### src/rtl/mux_arbiter_if.sv
// Bus bundle for mux_arbiter: two requester ports (A, B) and the single
// registered output port with ready/valid handshake.
interface mux_arbiter_if #(
    parameter int WIDTH = 8
) ();
    logic             a_req;
    logic [WIDTH-1:0] a_data;
    logic             a_last;
    logic             a_gnt;
    logic             b_req;
    logic [WIDTH-1:0] b_data;
    logic             b_last;
    logic             b_gnt;
    logic             out_valid;
    logic [WIDTH-1:0] out_data;
    logic             out_src;
    logic             out_last;
    logic             out_ready;
    logic             busy;
    logic             timeout_evt;

    modport slave (
        input  a_req, a_data, a_last, b_req, b_data, b_last, out_ready,
        output a_gnt, b_gnt, out_valid, out_data, out_src, out_last, busy, timeout_evt
    );

    modport master (
        output a_req, a_data, a_last, b_req, b_data, b_last, out_ready,
        input  a_gnt, b_gnt, out_valid, out_data, out_src, out_last, busy, timeout_evt
    );
endinterface

### src/rtl/mux_arbiter.sv
// Two-requester packet mux with round-robin arbitration and a single-entry
// registered output stage. Packets are atomic: a grant is held until the
// requester's last beat is accepted.
// Optional feature macro: ARB_TIMEOUT_EN -- when defined, a grant is forcibly
// released after MAX_HOLD beats if the other requester is waiting; the
// preempted requester resumes its packet on its next grant.
//
// state | meaning
// ------+-----------------------------------------------
// IDLE  | no owner; arbitration happens here
// GNT_A | requester A owns the mux until its last beat
// GNT_B | requester B owns the mux until its last beat
module mux_arbiter #(
    parameter int WIDTH    = 8,
    parameter int MAX_HOLD = 4
) (
    input  logic           clk,
    input  logic           rst_n,
    mux_arbiter_if.slave   bus
);

    typedef enum logic [1:0] {
        IDLE  = 2'd0,
        GNT_A = 2'd1,
        GNT_B = 2'd2
    } state_t;

    if (MAX_HOLD < 1) begin : g_bad_hold
        $error("mux_arbiter: MAX_HOLD must be at least 1");
    end

    state_t           state;
    state_t           state_nxt;
    logic             last_win_a;
    logic             accept;
    logic             beat_acc;
    logic             beat_last;
    logic             force_rel;
    logic             out_valid_q;
    logic [WIDTH-1:0] out_data_q;
    logic             out_src_q;
    logic             out_last_q;

    // Beat acceptance: only the granted requester can load the output register.
    always_comb begin
        accept    = ~out_valid_q | bus.out_ready;
        beat_acc  = 1'b0;
        beat_last = 1'b0;
        case (state)
            GNT_A: begin
                beat_acc  = bus.a_req & accept;
                beat_last = bus.a_last;
            end
            GNT_B: begin
                beat_acc  = bus.b_req & accept;
                beat_last = bus.b_last;
            end
            default: begin
                beat_acc  = 1'b0;
                beat_last = 1'b0;
            end
        endcase
    end

    // Next-state: round-robin in IDLE, leave a grant only on last beat or forced release.
    always_comb begin
        state_nxt = state;
        case (state)
            IDLE: begin
                if (bus.a_req && bus.b_req) begin
                    state_nxt = last_win_a ? GNT_B : GNT_A;
                end else if (bus.a_req) begin
                    state_nxt = GNT_A;
                end else if (bus.b_req) begin
                    state_nxt = GNT_B;
                end
            end
            GNT_A, GNT_B: begin
                if ((beat_acc && beat_last) || force_rel) begin
                    state_nxt = IDLE;
                end
            end
            default: state_nxt = IDLE;
        endcase
    end

    // State register.
    always_ff @(posedge clk or negedge rst_n) begin
        if (!rst_n) begin
            state <= IDLE;
        end else begin
            state <= state_nxt;
        end
    end

    // Remember who finished last so the other side wins the next contention.
    always_ff @(posedge clk or negedge rst_n) begin
        if (!rst_n) begin
            last_win_a <= 1'b0;
        end else if ((beat_acc && beat_last) || force_rel) begin
            last_win_a <= (state == GNT_A);
        end
    end

    // Single-entry output register; a new beat replaces a drained one without a bubble.
    always_ff @(posedge clk or negedge rst_n) begin
        if (!rst_n) begin
            out_valid_q <= 1'b0;
            out_data_q  <= '0;
            out_src_q   <= 1'b0;
            out_last_q  <= 1'b0;
        end else if (beat_acc) begin
            out_valid_q <= 1'b1;
            out_data_q  <= (state == GNT_A) ? bus.a_data : bus.b_data;
            out_src_q   <= (state == GNT_A);
            out_last_q  <= beat_last;
        end else if (bus.out_ready) begin
            out_valid_q <= 1'b0;
        end
    end

`ifdef ARB_TIMEOUT_EN
    localparam int CW = $clog2(MAX_HOLD + 1);

    logic [CW-1:0] beat_cnt;
    logic [CW:0]   cnt_sum;
    logic          other_req;
    logic          timeout_q;

    // Forced release once this grant has carried MAX_HOLD beats and the other side waits.
    always_comb begin
        other_req = 1'b0;
        if (state == GNT_A) begin
            other_req = bus.b_req;
        end else if (state == GNT_B) begin
            other_req = bus.a_req;
        end
        cnt_sum   = {1'b0, beat_cnt} + {{CW{1'b0}}, beat_acc};
        force_rel = (state != IDLE) && other_req && !(beat_acc && beat_last)
                    && (cnt_sum >= (CW+1)'(MAX_HOLD));
    end

    // Beats carried by the current grant; restarts for every new grant.
    always_ff @(posedge clk or negedge rst_n) begin
        if (!rst_n) begin
            beat_cnt <= '0;
        end else if (state == IDLE || state_nxt == IDLE) begin
            beat_cnt <= '0;
        end else if (beat_acc && beat_cnt != CW'(MAX_HOLD)) begin
            beat_cnt <= beat_cnt + 1'b1;
        end
    end

    // One-cycle pulse following a forced release.
    always_ff @(posedge clk or negedge rst_n) begin
        if (!rst_n) begin
            timeout_q <= 1'b0;
        end else begin
            timeout_q <= force_rel;
        end
    end

    assign bus.timeout_evt = timeout_q;
`else
    assign force_rel       = 1'b0;
    assign bus.timeout_evt = 1'b0;
`endif

    assign bus.a_gnt     = (state == GNT_A);
    assign bus.b_gnt     = (state == GNT_B);
    assign bus.busy      = (state != IDLE);
    assign bus.out_valid = out_valid_q;
    assign bus.out_data  = out_data_q;
    assign bus.out_src   = out_src_q;
    assign bus.out_last  = out_last_q;

endmodule

### src/flat_wrapper.sv
// flat-port wrapper written by rule: the top's interface ports become plain ports
module mux_arbiter_flat 
#(
    parameter int WIDTH    = 8,
    parameter int MAX_HOLD = 4
)
  (clk, rst_n, bus_a_req, bus_a_data, bus_a_last, bus_b_req, bus_b_data, bus_b_last, bus_out_ready, bus_a_gnt, bus_b_gnt, bus_out_valid, bus_out_data, bus_out_src, bus_out_last, bus_busy, bus_timeout_evt);
  mux_arbiter_if #(.WIDTH(WIDTH)) bus_i ();
  input  logic clk;
  input  logic rst_n;
  input wire logic [$bits(bus_i.a_req)-1:0] bus_a_req;
  input wire logic [$bits(bus_i.a_data)-1:0] bus_a_data;
  input wire logic [$bits(bus_i.a_last)-1:0] bus_a_last;
  input wire logic [$bits(bus_i.b_req)-1:0] bus_b_req;
  input wire logic [$bits(bus_i.b_data)-1:0] bus_b_data;
  input wire logic [$bits(bus_i.b_last)-1:0] bus_b_last;
  input wire logic [$bits(bus_i.out_ready)-1:0] bus_out_ready;
  output wire logic [$bits(bus_i.a_gnt)-1:0] bus_a_gnt;
  output wire logic [$bits(bus_i.b_gnt)-1:0] bus_b_gnt;
  output wire logic [$bits(bus_i.out_valid)-1:0] bus_out_valid;
  output wire logic [$bits(bus_i.out_data)-1:0] bus_out_data;
  output wire logic [$bits(bus_i.out_src)-1:0] bus_out_src;
  output wire logic [$bits(bus_i.out_last)-1:0] bus_out_last;
  output wire logic [$bits(bus_i.busy)-1:0] bus_busy;
  output wire logic [$bits(bus_i.timeout_evt)-1:0] bus_timeout_evt;
  assign bus_i.a_req = bus_a_req;
  assign bus_i.a_data = bus_a_data;
  assign bus_i.a_last = bus_a_last;
  assign bus_i.b_req = bus_b_req;
  assign bus_i.b_data = bus_b_data;
  assign bus_i.b_last = bus_b_last;
  assign bus_i.out_ready = bus_out_ready;
  assign bus_a_gnt = bus_i.a_gnt;
  assign bus_b_gnt = bus_i.b_gnt;
  assign bus_out_valid = bus_i.out_valid;
  assign bus_out_data = bus_i.out_data;
  assign bus_out_src = bus_i.out_src;
  assign bus_out_last = bus_i.out_last;
  assign bus_busy = bus_i.busy;
  assign bus_timeout_evt = bus_i.timeout_evt;
  mux_arbiter #(.WIDTH(WIDTH), .MAX_HOLD(MAX_HOLD)) u_core (.clk(clk), .rst_n(rst_n), .bus(bus_i));
endmodule
### config.mk
export PLATFORM = sky130hd
export DESIGN_NAME = mux_arbiter_flat
export DESIGN_NICKNAME = d
export VERILOG_FILES = /design/src/rtl/mux_arbiter_if.sv /design/src/rtl/mux_arbiter.sv /design/src/flat_wrapper.sv
export SDC_FILE = /design/constraint.sdc
export NUM_CORES = 1
export LEC_CHECK = 0
export CAP_MARGIN = 40
export CORE_MARGIN = 5
export CORE_UTILIZATION = 38
export CTS_CLUSTER_DIAMETER = 100
export DETAILED_ROUTE_END_ITERATION = 10
export GPL_TIMING_DRIVEN = 0
export HOLD_SLACK_MARGIN = 0.12
export PLACE_DENSITY_LB_ADDON = 0.1
export SLEW_MARGIN = 20
export SYNTH_ARGS = -nofsm -noshare
export SYNTH_HDL_FRONTEND = slang
export SYNTH_SLANG_ARGS = --single-unit
### constraint.sdc
create_clock -name clk -period 1.97 [get_ports clk]
set_input_delay 0.394 -clock clk [delete_from_list [all_inputs] [get_ports clk]]
set_output_delay 0.394 -clock clk [all_outputs]
set_load 0.01 [all_outputs]
==> summary.md <==
| Metric | Value |
|---|---|
| Ys async rst share | 1.00 |
| FF-to-FF setup slack | 0.16 ns |
| Top cells by count, synth | dfrtp_1, nand2_1, mux2i_1 |
| Count of cell types in the netlist | 19 |
| Fin. Hold Viols | 0 |
| Setup TNS | 0 ns |
| Area leader, netlist | dfrtp_1 |
| Post-synth top area share | 0.490 |
| Post-synthesis mux area share | 0.199 |
| Max Root-Sink Buffers | 2 |
| Worst EP arrival | 1.97 ns |
| Layout Nets | 133 |
| Initial antenna violation count | 0 |
| Worst-case reg-to-reg path depth | 6 |
| Critical Path RT | 2.13 ns |
| Maximum vdd drop | a little over 0.0007 V |
| Height of the chip | ~53 um |
| Tmin final | around 1.8 ns |
| DRC Markers | 0 |
| DRT iter0 DRCs | 7 |
| Antenna Nets Post-Route | 0 |
| Final setup viols | 0 |
| Largest family of logic cells by synthesized area | multiplexers |
| Share of cells above drive strength 1 | 0.123 |
| Post-DP HPWL | between 1000 and 1500 um |
| EDFF count, synth | 0 |
| Setup CP Type | reg2reg |
| Port Buffers | 36 |
| Via Count | approximately 620 |
| GR Util met1 | 0.156 |
| Worst skew pair latency | approximately 0.28 ns |
| Post-Route WL | between 1500 and 2000 um |
| Syn_nets | between 90 and 100 |
| Worst setup SP type | register |
| Clk network pwr share | 0.134 |
| Fmax | about 550 MHz |
| Total CTS buffers | 3 |
| Avg Cell Area, Syn | 11.0 um^2 |
| Final Slew Violations | 0 |
| Most used DFF post-synth | dfrtp_1 |
| RR Endpoint | u_core.state[1]$_DFFE_PN0P_ |
| Vias in the first global route | approximately 640 |
| Clock Tree Root | clkbuf_4 |
| CTS Sinks | 14 |
| Syn. warnings | 0 |
| XOR/XNOR share of the synthesized area | 0 |
| Synth area leaders | dfrtp_1, mux2i_1, nand2_1, o21ai_0, ha_1 |
| Fin area | 1160 um^2 |
| Endpoint type of the worst setup path | register |
| Most frequent cell after synthesis | dfrtp_1 |
| Switching pwr | between 0.5 and 0.6 mW |
| Seq/Total Area, Yosys | 0.490 |
| Core area | approximately 1800 um^2 |
| Compound-Gate Fraction of Synth Area | 0.0874 |
| H-tree levels | 1 |
| RR Startpoint | u_core.state[1]$_DFFE_PN0P_ |
| #FFs+latches synth | 14 |
| GP Congestion | between 0.7 and 0.8 |
| Met3 Use GR | 0.0592 |
| Starting density of the core | 0.406 |
| Routed len/inst | 13.1 um |
| Global-route wire length before repair | roughly 2900 um |
| Maximum Capacitance Violations | 0 |
| Fill cells | between 150 and 200 |
| Top-Level Pins | 38 |
| Logic pwr share | 0.560 |
| Post-Synth Adder-Cell Area | 0.0524 |
| Mapped cell area | 716 um^2 |
| GR Overflow Total | 0 |
| Setup Skew | about 0.014 ns |
| Met2 Usage GRT | 0.245 |
| Worst path most repeated cell | mux2_4 |
| Clk slew on worst S/H paths | about 0.10 ns |
| Largest net degree at the start of global routing | 15 |
| Slew Limit Headroom | 0.545 |
| Antenna cells | 0 |
| Area growth, synth to finish | 61.9% |
| Hold Path Class | in2async |
| Switching share of power | 0.361 |
| Die area | approximately 2900 um^2 |
| CP top delay family | multiplexers |
| Tot Pwr | roughly 1.6 mW |
| RSZ-0062 raised after global routing | false |
| Gr busiest metal | met2 |
| DIE WIDTH | 53.4 um |
| Cell count after synthesis | 65 |
| Internal power | about 1 mW |
| Register share of total power | 0.306 |
| Status | finished clean |
| Crit-path max cell delay | ~0.4 ns |
| Leak | roughly 0.55 nW |
| Max FO, Critical Path | 3 |
| CP max-delay cell | dfrtp_1 |
| Synth Area in Simple Gates | 0.128 |
| Cell Chain, Critical Path | buf_4, ha_1, mux2_4, nand4_4, a22o_1, mux2_4 |
| Final worst path period share | 0.920 |
| Cts hold-fix bufs | 0 |
| Buf/Inv on CP | 1 |
| Placed Area | approximately 1100 um^2 |
| CTS tree | yes |
| Total Routing Usage GR | 0.141 |
| DR pass1 iterations | 4 |
| PD cells | 1350 nW/um^2 |
| Rows | 15 |
| Worst Tran Pin Value | roughly 0.7 ns |
| Vias/cell | around 4.7 |
cell usage in the layout (no fill, tap or decap), drive strengths merged, types with 4 or more instances in the layout:
cell / instances
clkdlybuf4s50: 33
dfrtp: 14
nand2: 12
mux2i: 9
o21ai: 8
clkbuf: 5
mux2: 4
final cells by class:
class | count | area, um^2 | share of cell area
buffer | 3 | 16.3 | 0.0140
clock buffer | 4 | 36.3 | 0.0313
inverter | 3 | 11.3 | 0.00972
multi-input combinational | 45 | 338 | 0.292
sequential | 14 | 350 | 0.302
tap | 25 | 31.3 | 0.0270
timing repair buffer | 37 | 375 | 0.324
routing by layer:
layer	up-vias	wire [um]
li1	304	-
met1	294	732
met2	22	826
met3	2	142
met4	0	13
met5	-	0
metrics by stage:
step	worst slack, ns	instances	util	hold WS, ns
after CTS	0.00944	130	0.648	0.492
after detailed placement	0.0571	126	0.628	0.471
after global placement	0.0775	126	0.628	0.460
final	0.157	131	0.657	0.488
after floorplan	0.253	65	-	0.0984
after global routing	0.0623	131	0.657	0.526
power groups by stage:
stage	Combinational [mW]	Sequential, mW	Clock (mW)
floorplan	0.433	0.528	0
global placement	0.869	0.477	0
detailed placement	0.881	0.486	0
CTS	0.885	0.480	0.210
global route	0.960	0.496	0.226
finish	0.874	0.477	0.209
registers in the layout, summed over array words and instances, names as in the netlist:
register	flops
u_core.state	2
u_core.bus.out_valid	1
u_core.last_win_a	1
u_core.bus.out_data	8
u_core.bus.out_src	1
u_core.bus.out_last	1
how the worst max path moves through the flow:
stage / startpoint / end / depth (start not counted)
after floorplan: u_core.state[0]$_DFFE_PN0P_ / u_core.state[1]$_DFFE_PN0P_ / 6
after global placement: bus_a_req / u_core.state[1]$_DFFE_PN0P_ / 5
after detailed placement: bus_a_req / u_core.state[1]$_DFFE_PN0P_ / 5
after CTS: u_core.state[0]$_DFFE_PN0P_ / bus_b_gnt / 3
after global routing: u_core.state[1]$_DFFE_PN0P_ / u_core.bus.out_data[1]$_DFFE_PN0P_ / 5
final: u_core.state[1]$_DFFE_PN0P_ / u_core.state[1]$_DFFE_PN0P_ / 6
cell families (layout without fill, tap and decap cells):
family | after synthesis | count (layout)
mux | 13 | 13
buf+inv | 6 | 47
compound gates | 11 | 11
fa+ha+maj | 3 | 3
flops | 14 | 14
simple gates | 17 | 17
other cells | 1 | 1
timing repair:
item | in CTS | in global routing
endpoints found under the setup margin | 0 | 3
setup buffers | 0 | 1
gates resized for setup | 0 | 3
endpoints found under the hold margin | 0 | 0
No activity file was read; power rests on OpenSTA's default activity.
